`src/rtl/tl_pkg.sv`:
```
// Shared lamp colour encoding and scheduler state encoding for the
// traffic-light blocks.
package tl_pkg;

    localparam logic [1:0] GREEN  = 2'b00;
    localparam logic [1:0] YELLOW = 2'b01;
    localparam logic [1:0] RED    = 2'b10;

    typedef enum logic [2:0] {
        A_GRN = 3'd0,
        A_YEL = 3'd1,
        AR_AB = 3'd2,
        B_GRN = 3'd3,
        B_YEL = 3'd4,
        AR_BA = 3'd5
    } state_e;

endpackage

```
`src/rtl/tl_dwell_timer.sv`:
```
// Saturating dwell counter: reads 0 in the first cycle of a phase and
// climbs by one per cycle, sticking at all-ones.
module tl_dwell_timer #(
    parameter int CNT_W = 4
) (
    input  logic             clk,
    input  logic             reset_n,
    input  logic             clear,
    output logic [CNT_W-1:0] count
);

    logic [CNT_W-1:0] count_q;

    // NOTE: sequential state is written with non-blocking assignments only,
    // so every flop samples pre-edge values regardless of process order.
    always_ff @(posedge clk) begin
        if (!reset_n || clear) begin
            count_q <= '0;
        end else if (count_q != '1) begin
            count_q <= count_q + 1'b1;
        end
    end

    assign count = count_q;

endmodule

```
`src/rtl/tl_sched_cntr.sv`:
```
// Timed two-street light scheduler with min/max green, yellow, all-red
// clearance and a latched pedestrian request served on street B's green.
module tl_sched_cntr
    import tl_pkg::*;
#(
    parameter int GREEN_MIN = 4,
    parameter int GREEN_MAX = 8,
    parameter int YELLOW_T  = 2,
    parameter int ALLRED_T  = 1,
    parameter int CNT_W     = $clog2(GREEN_MAX + 1)
) (
    input  logic       clk,
    input  logic       reset_n,
    input  logic       Ta,
    input  logic       Tb,
    input  logic       ped_req,
    output logic [1:0] La,
    output logic [1:0] Lb,
    output logic       walk,
    output logic [2:0] phase
);

    localparam logic [CNT_W-1:0] GMIN_LAST = CNT_W'(GREEN_MIN - 1);
    localparam logic [CNT_W-1:0] GMAX_LAST = CNT_W'(GREEN_MAX - 1);
    localparam logic [CNT_W-1:0] YEL_LAST  = CNT_W'(YELLOW_T - 1);
    localparam logic [CNT_W-1:0] AR_LAST   = CNT_W'(ALLRED_T - 1);

    state_e           state_q, state_d;
    logic [CNT_W-1:0] t;
    logic             ped_pend_q, ped_pend_d;
    logic             walk_q, walk_d;
    logic             demand_b;
    logic             enter_b;

    // Any phase change restarts the dwell count in the new phase.
    tl_dwell_timer #(.CNT_W(CNT_W)) u_timer (
        .clk     (clk),
        .reset_n (reset_n),
        .clear   (state_d != state_q),
        .count   (t)
    );

    assign demand_b = Tb | ped_pend_q;

    // NOTE: every output of a combinational block gets a default first, so no
    // path through the case can leave a signal unassigned and infer a latch.
    always_comb begin
        state_d = state_q;
        case (state_q)
            A_GRN: if (t >= GMIN_LAST && demand_b && (!Ta || t >= GMAX_LAST)) state_d = A_YEL;
            A_YEL: if (t == YEL_LAST) state_d = AR_AB;
            AR_AB: if (t == AR_LAST)  state_d = B_GRN;
            B_GRN: if (t >= GMIN_LAST && Ta && (!Tb || t >= GMAX_LAST)) state_d = B_YEL;
            B_YEL: if (t == YEL_LAST) state_d = AR_BA;
            AR_BA: if (t == AR_LAST)  state_d = A_GRN;
            default:                  state_d = A_GRN;
        endcase
    end

    assign enter_b = (state_q == AR_AB) && (state_d == B_GRN);

    // A request coinciding with the entry edge is served now, not deferred.
    always_comb begin
        ped_pend_d = ped_pend_q | ped_req;
        walk_d     = 1'b0;
        if (enter_b) begin
            ped_pend_d = 1'b0;
            walk_d     = ped_pend_q | ped_req;
        end else if (state_q == B_GRN && state_d == B_GRN) begin
            walk_d = walk_q;
        end
    end

    always_ff @(posedge clk) begin
        if (!reset_n) begin
            state_q    <= A_GRN;
            ped_pend_q <= 1'b0;
            walk_q     <= 1'b0;
        end else begin
            state_q    <= state_d;
            ped_pend_q <= ped_pend_d;
            walk_q     <= walk_d;
        end
    end

    always_comb begin
        La = RED;
        Lb = RED;
        case (state_q)
            A_GRN:   La = GREEN;
            A_YEL:   La = YELLOW;
            B_GRN:   Lb = GREEN;
            B_YEL:   Lb = YELLOW;
            default: ;
        endcase
    end

    assign walk  = walk_q;
    assign phase = state_q;

endmodule

```
`config.mk`:
```
export PLATFORM = sky130hd
export DESIGN_NAME = tl_sched_cntr
export DESIGN_NICKNAME = d
export VERILOG_FILES = /design/src/rtl/tl_pkg.sv /design/src/rtl/tl_dwell_timer.sv /design/src/rtl/tl_sched_cntr.sv
export SDC_FILE = /design/constraint.sdc
export NUM_CORES = 1
export LEC_CHECK = 0
export CAP_MARGIN = 40
export CORE_UTILIZATION = 45
export CTS_BUF_LIST = sky130_fd_sc_hd__clkbuf_4 sky130_fd_sc_hd__clkbuf_8 sky130_fd_sc_hd__clkbuf_16
export CTS_CLUSTER_DIAMETER = 80
export DETAILED_ROUTE_END_ITERATION = 16
export HOLD_SLACK_MARGIN = 0.03
export PLACE_DENSITY = 0.83
export SYNTH_ARGS = -nofsm -noshare
export SYNTH_HDL_FRONTEND = slang
export SYNTH_SLANG_ARGS = --single-unit
export TNS_END_PERCENT = 10
```
`constraint.sdc`:
```
create_clock -name clk -period 2.5 [get_ports clk]
set_clock_uncertainty 0.1 [all_clocks]
set_input_delay 0.5 -clock clk [delete_from_list [all_inputs] [get_ports clk]]
set_output_delay 0.5 -clock clk [all_outputs]
set_load 0.005 [all_outputs]
```
==> results of run 1 <==
-- flip-flops by register name (all words and copies together) (netlist names) --
signal and flops:
ped_pend_q 1, walk 1, u_timer.count 4, phase 3
-- cells by family after synthesis --
group | after synthesis
buffers and inverters | 8
muxes | 1
adders and majority gates | 4
xor gates and xnor gates | 2
AOI/OAI and AO/OA | 19
DFF | 9
and+or+nand+nor | 28
-- power breakdown --
part | switching (mW) | internal [mW]
clock network | 0.0573 | 0.0726
logic | 0.0517 | 0.0483
registers | 0.0206 | 0.156
total | 0.130 | 0.277
-- synth_stat cells --
library cell / n
and4_4: 1
nor4_4: 1
inv_1: 7
a21boi_1: 1
nor3_1: 3
a21oi_1: 4
xnor2_1: 2
nor2b_1: 1
nand2b_1: 2
a211o_2: 1
a2111oi_2: 1
o2111ai_1: 1
o21ai_0: 3
or2_2: 1
a31oi_1: 2
and3_2: 1
nor2_1: 5
nor3b_1: 3
a31oi_4: 1
buf_6: 1
a211oi_1: 1
a2111oi_0: 1
nand2_1: 4
ha_1: 4
a211oi_2: 1
nor2_2: 1
mux2i_1: 1
dfxtp_1: 9
o21ai_1: 1
o221ai_2: 1
nand3_1: 4
nand4_1: 1
-- through the flow --
stage	power [mW]	util, %	hold WS [ns]
after floorplan	0.2460	-	0.3668
after global placement	0.2721	57.69	0.4075
after detailed placement	0.2779	57.69	0.3953
after CTS	0.4062	60.00	0.4044
after global routing	0.4262	60.00	0.4373
final	0.4062	60.00	0.4089
-- area by class of cell --
| cell class | instances | area (um2) |
|---|---|---|
| fill | 126 | 520.5 |
| multi-input combinational | 54 | 405.4 |
| sequential | 9 | 180.2 |
| timing repair buffer | 12 | 120.1 |
| clock buffer | 4 | 30.03 |
| inverter | 7 | 26.28 |
| tap | 15 | 18.77 |
-- how the worst max path moves through the flow --
stage | to | cells after the start | slack (ns) | startpoint
3_3_place_gp | u_timer.count[3] | 6 | 0.34 | Tb
6_report | Lb[1] | 4 | 0.21 | phase[0]
5_1_grt | Lb[1] | 4 | 0.13 | phase[0]
4_1_cts | Lb[1] | 4 | 0.23 | phase[0]
2_1_floorplan | u_timer.count[3] | 6 | 0.72 | u_timer.count[0]
3_5_place_dp | u_timer.count[3] | 6 | 0.27 | Tb
-- metal layers --
layer  vias to the layer above  part of all wire (%)  global-route usage (%)
li1                        289                     -                       -
met1                       290                    43                   27.78
met2                        22                    50                   37.50
met3                         5                   4.9                   5.202
met4                         0                   2.6                   12.93
met5                         -                     0                       0
-- worst register-to-register path: stages (launching register included) --
cell	delay [ns]
dfxtp_1	0.38
ha_1	0.28
nor2b_1	0.16
o221ai_2	0.22
a21oi_1	0.12
a211o_2	0.33
a2111oi_2	0.29
==> run_results.csv, run 1 <==
group,metric,value,unit
yosys,synth_top_family_by_area,"simple AND/OR/NAND/NOR gates",
sta,min_period,2.294,ns
yosys,synth-seq-cells,9,
routing,viasPerCell,6.000,
yosys,yosys.area.top_type,"dfxtp_1",
yosys,synth_simple_gate_area_share,27.11,%
floorplan,ios,13,
clocking,clk_latency,0.27,ns
worst_setup_path,cp_cell_sequence,"nand2_1, nor2_1, nor2_1, clkdlybuf4s50_1",
yosys,yosysWarnings,0,
clocking,cts_tree,"built",
worst_setup_path,crit_family,"flip-flops",
clocking,cts-root-buf,"clkbuf_4",
final_layout,final_cell_mix,"clkdlybuf4s50_1 (12), dfxtp_1 (9), inv_1 (7), nor2_1 (5)",
routing,ant_nets,0,
sta,maxSlewViolCount,0,
worst_setup_path,required,1.90,ns
worst_setup_path,critPathMaxFanout,9,
worst_setup_path,cp.arrival,1.69,ns
worst_setup_path,path_class,"reg -> out",
final_layout,drive_above_1_share,16.28,%
floorplan,core,0.001301,mm2
sta,hold_viol,0,
sta,setup_viol,0,
routing,via_count,606,
routing,first_pass_iters,4,
worst_hold_path,hold_path_class,"reg -> reg",
pwr,powerDensity,520.3,mW/mm2
final_layout,design_area,780.7,um2
yosys,synthCells,71,
worst_hold_path,holdPathStages,2,
placement,placed_cells,97,
clocking,cts_buffers,3,
routing,drt-initial-drc-count,15,
yosys,ys_seq_area_share,28.92,%
global_route,gr-total-overflow,0,
final_layout,layout_commonest_cell,"clkdlybuf4s50_1",
worst_setup_path,reg2reg_to,"u_timer.count[3]",
final_layout,diodes,0,
pwr,peakVddDrop,0.3314,mV
clocking,htree_levels,1,
global_route,antenna_found_initial,0,
clocking,numClockSinks,9,
floorplan,floorplan.initialDensity,47.88,%
routing,wire_per_inst,14.33,um
sta,tightest_slew,0.3804,ns
yosys,synthAdderAreaFrac,8.032,%
worst_setup_path,endpoint_kind,"output port",
placement,placed_area,750.7,um2
sta,tns,0,ns
sta,fmax,435.9,MHz
yosys,synth.distinct_cells,32,
floorplan,dieArea,0.001537,mm2
status,outcome,"finished, final reports clean",
worst_setup_path,reg2reg_from,"u_timer.count[0]",
yosys,synth.net_count,80,
final_layout,nets,96,
final_layout,fin_cells,101,
job,cap_viol_max_count,0,
worst_setup_path,cpMostUsedCell,"nor2_1",
yosys,synth.area.top_cells,"dfxtp_1 (29%), ha_1 (8.0%), inv_1 (4.2%)",
clocking,cts-resized-gates,0,
clocking,hold_buffers,0,
routing,drc,0,
worst_setup_path,critPathMaxStageDelay,0.54,ns
routing,wl,1.447,mm
clocking,clk_path_buf_depth,2,
worst_setup_path,cp-start-kind,"flop",
worst_setup_path,worst-path-buf-inv,1,
clocking,cts_setup_buffers,0,
yosys,synthesis.area,623.1,um2
worst_hold_path,whs_endpoint,"walk",
final_layout,area_growth,25.30,%
yosys,syn_area_per_cell,8.776,um2
global_route,grt_pass1_vias,544,
placement,hpwl,1.136,mm
worst_setup_path,r2r_setup_slack,0.54,ns
global_route,grt_pass1_wl,2.304,mm
placement,io_buffers,12,
floorplan,die_w,39.21,um
global_route,grt_usage,23.18,%
global_route,grt_max_degree,10,
yosys,synth.top_cell.area_share,28.92,%
yosys,synth_xor_area_share,2.811,%
yosys,synthMuxAreaShare,1.606,%
placement,globalplace.congestion,0.9121,
floorplan,placementRows,13,
worst_hold_path,min-delay-start,"walk",
placement,post-place-ws,0.2700,ns
clocking,clkSlewWorstSetupHoldPaths,0.07,ns
sta,rsz0062_at_grt,"no",
worst_setup_path,cp_slowest_cell,"dfxtp_1",
worst_setup_path,ff2ff_path_depth,6,
sta,max_slew_margin,73.98,%
floorplan,die_h,39.21,um
pwr,leakagePower,0.2931,nW
yosys,synth_compound_area_share,25.50,%
sta,fin_crit_sh,91.76,%
sta,finalWorstSetupSlack,0.2061,ns
Power figures use the tool's default switching activity.
==> run 2: changes to the inputs <==
DONT_BUFFER_PORTS = 1   (was default)
PLACE_DENSITY = 0.71   (was 0.83)
==> run 2 against run 1 <==
  * The flow now finishes with violations (design-rule violations)
  * Die area unchanged
  * Flip-flop and latch count unchanged
  * Sequential power about the same
  * Utilization down 9.2 points
  * First-iteration DRC count up 20%
  * Cell count down 12%
  * Clock power about the same
  * Count of clock-buffer cells in the layout unchanged
  * Via count down 9.2%
  * Critical path depth up 2
  * Wire length down 5.3%
  * Combinational power down 17%
  * Critical path type is now reg -> reg
==> run_results.csv, run 2 (same netlist as run 1, synthesis figures left out) <==
group,metric,value,unit
floorplan,placementRows,13,
floorplan,core,0.001301,mm2
clocking,clk_path_buf_depth,2,
worst_setup_path,cp-start-kind,"flop",
global_route,grt_pass1_vias,476,
worst_setup_path,path_class,"reg -> reg",
global_route,gr-total-overflow,0,
pwr,p_comb_share,21.1,%
routing,drt-initial-drc-count,18,
routing,first_pass_iters,10,
placement,io_buffers,0,
final_layout,drive_above_1_share,18.92,%
pwr,pwr-share-seq,45.1,%
sta,min_period,2.012,ns
global_route,grt_usage,19.64,%
clocking,hold_buffers,0,
sta,setup_viol,0,
clocking,cts_tree,"built",
global_route,grt_max_degree,10,
global_route,antenna_found_initial,0,
pwr,peakVddDrop,0.2577,mV
routing,wire_per_inst,15.39,um
global_route,grt_pass1_wl,1.952,mm
sta,fmax,497.0,MHz
worst_hold_path,hold_path_class,"in -> reg",
clocking,cts-root-buf,"clkbuf_4",
sta,tns,0,ns
sta,hold_viol,0,
routing,wl,1.370,mm
status,outcome,"complete, but fails checks",
sta,max_slew_margin,71.27,%
placement,globalplace.congestion,0.8606,
placement,placed_cells,85,
final_layout,nets,84,
worst_setup_path,required,2.56,ns
floorplan,die_w,39.21,um
sta,fin_crit_sh,80.47,%
pwr,powerDensity,592.4,mW/mm2
clocking,cts_setup_buffers,0,
clocking,cts_buffers,3,
worst_setup_path,endpoint_kind,"flop",
clocking,htree_levels,1,
worst_setup_path,cp_cell_sequence,"ha_1, nor2b_1, o221ai_2, a21oi_1, a211o_2, a2111oi_2",
clocking,numClockSinks,9,
worst_setup_path,critPathMaxFanout,6,
final_layout,area_growth,6.024,%
worst_setup_path,cp_num_cells,6,
floorplan,dieArea,0.001537,mm2
status,violations,"design-rule violations",
worst_setup_path,cp.arrival,2.08,ns
worst_setup_path,crit_family,"compound AO/OA/AOI/OAI gates",
pwr,power.internal,0.2659,mW
routing,viasPerCell,6.180,
worst_hold_path,holdPathStages,2,
clocking,clk_latency,0.27,ns
worst_setup_path,critPathMaxStageDelay,0.37,ns
placement,hpwl,1.016,mm
final_layout,layout_commonest_cell,"dfxtp_1",
final_layout,largest_register_ffs,4,
worst_setup_path,r2r_setup_slack,0.49,ns
routing,drc,1,
routing,ant_nets,0,
final_layout,diodes,0,
floorplan,ios,13,
worst_setup_path,ff2ff_path_depth,6,
floorplan,floorplan.initialDensity,47.88,%
pwr,p_clk_share,33.8,%
job,cap_viol_max_count,0,
sta,rsz0062_at_grt,"no",
clocking,cts-resized-gates,0,
routing,via_count,550,
pwr,leakagePower,0.2493,nW
pwr,p_sw,0.1255,mW
worst_setup_path,worst-path-buf-inv,0,
floorplan,die_h,39.21,um
sta,tightest_slew,0.4284,ns
worst_setup_path,cp_slowest_cell,"dfxtp_1",
final_layout,final_cell_mix,"dfxtp_1 (9), inv_1 (7), nor2_1 (5)",
final_layout,fin_cells,89,
clocking,clkSlewWorstSetupHoldPaths,0.07,ns
pwr,sw_frac_of_total,32.07,%
pwr,finalPower,0.3914,mW
sta,maxSlewViolCount,0,
-- run 2: final cells by class --
class	instances	area, um2
fillers	135	640.6
multi-input cells	54	405.4
inverters	7	26.28
well taps	15	18.77
flip-flops and latches	9	180.2
clock buffers	4	30.03
-- run 2: final timing paths --
check / from / to
max: u_timer.count[0] / u_timer.count[3]
min: reset_n / ped_pend_q
max reg2reg: u_timer.count[0] / u_timer.count[3]
min reg2reg: walk / walk
-- run 2: per-stage QoR --
stage | instance area (um2) | setup WS, ns | util (%) | hold slack (ns)
floorplan | 623.1 | 0.7186 | - | 0.3668
global placement | 630.6 | 0.6028 | 48.46 | 0.3841
detailed placement | 630.6 | 0.5156 | 48.46 | 0.3952
CTS | 660.6 | 0.4816 | 50.77 | 0.2611
global route | 660.6 | 0.4244 | 50.77 | 0.2826
finish | 660.6 | 0.4881 | 50.77 | 0.2593
-- run 2: power groups by stage --
stage	Sequential, mW	Combinational (mW)	Clock (mW)
after floorplan	0.172	0.0738	0
after global placement	0.178	0.0822	0
after detailed placement	0.180	0.0813	0
after CTS	0.176	0.0828	0.130
after global routing	0.179	0.0912	0.136
final	0.177	0.0826	0.132
-- run 2: routing by layer --
metal	vias up	part of all wire, %	GRT usage (%)
met5	-	0	0
met4	0	2.8	15.52
met1	257	45	23.71
li1	265	-	-
met3	5	5.8	4.046
met2	23	46	29.58
==> run 3: changes to the inputs <==
PLACE_DENSITY = 0.73   (was 0.71)
clock period = 1.7 ns   (was 2.5 ns; I/O delays follow)
==> run 3 against run 2 <==
  * The flow finishes with violations (design-rule violations, negative setup slack)
  * Count of clock-buffer cells in the layout stayed put
  * Non-clock buffer count is 16 higher
  * Die area stayed put
  * Via count is 12% higher
  * Global-route usage is 1.9 points higher
  * Register-to-register slack worse by 0.61 ns
  * Largest cell class unchanged
==> run_results.csv, run 3 (same netlist as run 1, synthesis figures left out) <==
group,metric,value,unit
status,outcome,"complete, but fails checks",
status,violations,"design-rule violations, negative setup slack",
routing,wl,1.621,mm
pwr,powerDensity,733.2,mW/mm2
placement,hpwl,1.150,mm
global_route,grt_max_degree,9,
worst_setup_path,cp_num_cells,6,
final_layout,final_cell_mix,"buf_4 (15), inv_1 (5)",
worst_setup_path,cp_cell_sequence,"ha_1, o221ai_2, a21oi_2, a211o_4, buf_6, a211oi_2",
final_layout,area_growth,42.57,%
clocking,clk_path_buf_depth,2,
floorplan,dieArea,0.001537,mm2
worst_setup_path,crit_start,"u_timer.count[0]",
final_layout,diodes,0,
worst_hold_path,hold_path_class,"in -> reg",
pwr,leakagePower,0.3447,nW
routing,first_pass_iters,12,
sta,setup_viol,6,
sta,tns,-0.3488,ns
final_layout,multi_input_area,495.5,um2
sta,maxSlewViolCount,0,
floorplan,die_h,39.21,um
clocking,clk_latency,0.27,ns
clocking,clkSlewWorstSetupHoldPaths,0.07,ns
floorplan,placementRows,13,
global_route,grt_pass1_vias,492,
worst_setup_path,required,1.80,ns
sta,fin_crit_sh,107.0,%
floorplan,ios,13,
worst_setup_path,worst-path-buf-inv,1,
final_layout,seq_area,191.4,um2
placement,post-place-ws,-0.1170,ns
sta,hold_viol,0,
sta,finalWorstSetupSlack,-0.1187,ns
final_layout,final_util,68.27,%
clocking,cts-root-buf,"clkbuf_4",
worst_setup_path,reg2reg_from,"u_timer.count[0]",
job,cap_viol_max_count,0,
global_route,antenna_found_initial,0,
clocking,numClockSinks,9,
routing,wire_per_inst,15.44,um
final_layout,nFillCells,106,
sta,tightest_slew,0.3231,ns
worst_setup_path,critPathMaxStageDelay,0.38,ns
pwr,peakVddDrop,0.4484,mV
routing,drc,1,
worst_setup_path,ff2ff_path_depth,6,
placement,globalplace.congestion,0.9028,
worst_setup_path,crit_family,"compound AO/OA/AOI/OAI gates",
worst_setup_path,cp_slowest_cell,"dfxtp_4",
worst_setup_path,endpoint_kind,"flop",
final_layout,drive_above_1_share,51.11,%
worst_setup_path,cp.arrival,1.92,ns
final_layout,layout_commonest_cell,"buf_4",
sta,holdWs,0.09738,ns
placement,placed_area,747.0,um2
worst_setup_path,cp-start-kind,"flop",
sta,max_slew_margin,78.29,%
worst_setup_path,path_class,"reg -> reg",
final_layout,design_area,888.4,um2
sta,fmax,549.8,MHz
routing,viasPerCell,5.886,
routing,drt-initial-drc-count,19,
worst_hold_path,min-delay-start,"reset_n",
routing,via_count,618,
worst_hold_path,holdPathStages,2,
routing,ant_nets,0,
clocking,cts_tree,"built",
placement,io_buffers,0,
worst_setup_path,critPathMaxFanout,6,
floorplan,floorplan.initialDensity,47.88,%
clocking,htree_levels,1,
global_route,gr-total-overflow,0,
sta,rsz0062_at_grt,"yes",
clocking,cts_buffers,3,
final_layout,nets,100,
floorplan,core,0.001301,mm2
final_layout,largest_register_ffs,4,
sta,min_period,1.819,ns
global_route,grt_pass1_wl,2.132,mm
floorplan,die_w,39.21,um
global_route,grt_usage,21.52,%
[run 3: path summary, 6_finish.rpt]
| kind | endpoint | slack (ns) |
|---|---|---|
| setup / recovery | u_timer.count[2] | -0.12 |
| hold / removal | ped_pend_q | 0.1 |
| setup reg to reg | u_timer.count[2] | -0.12 |
| hold reg to reg | phase[1] | 0.42 |
[run 3: repair_timing]
item                                    CTS  global route
pin swaps                                 1            10
endpoints found under the setup margin    4             6
gates resized for setup                   5            21
hold buffers                              0             0
setup buffers                             0             1
[run 3: power breakdown]
| part | switching (mW) | leakage, nW | total [mW] | internal, mW |
|---|---|---|---|---|
| clock | 0.0880 | 0.0184 | 0.195 | 0.107 |
| sequential | 0.0334 | 0.0761 | 0.268 | 0.234 |
| combinational | 0.0933 | 0.250 | 0.189 | 0.0952 |
| total | 0.215 | 0.345 | 0.651 | 0.437 |
[run 3: area by class of cell]
type	instances	share of cell area (%)
Sequential cell	9	21.55
Timing Repair Buffer	16	13.94
Multi-Input combinational cell	54	55.77
Tap cell	15	2.113
Clock buffer	4	3.380
Inverter	7	3.239
[run 3: per-layer routing]
layer | track usage (%) | routed length (um)
met1 | 28.08 | 747
met2 | 30.83 | 730
met3 | 4.046 | 82
met4 | 15.52 | 60
met5 | 0 | 0
[run 3: through the flow]
stage               std cells  power [mW]
detailed placement        100      0.4106
CTS                       104      0.6057
floorplan                  71      0.3636
global placement          100      0.4048
finish                    105      0.6514
global route              105      0.6864
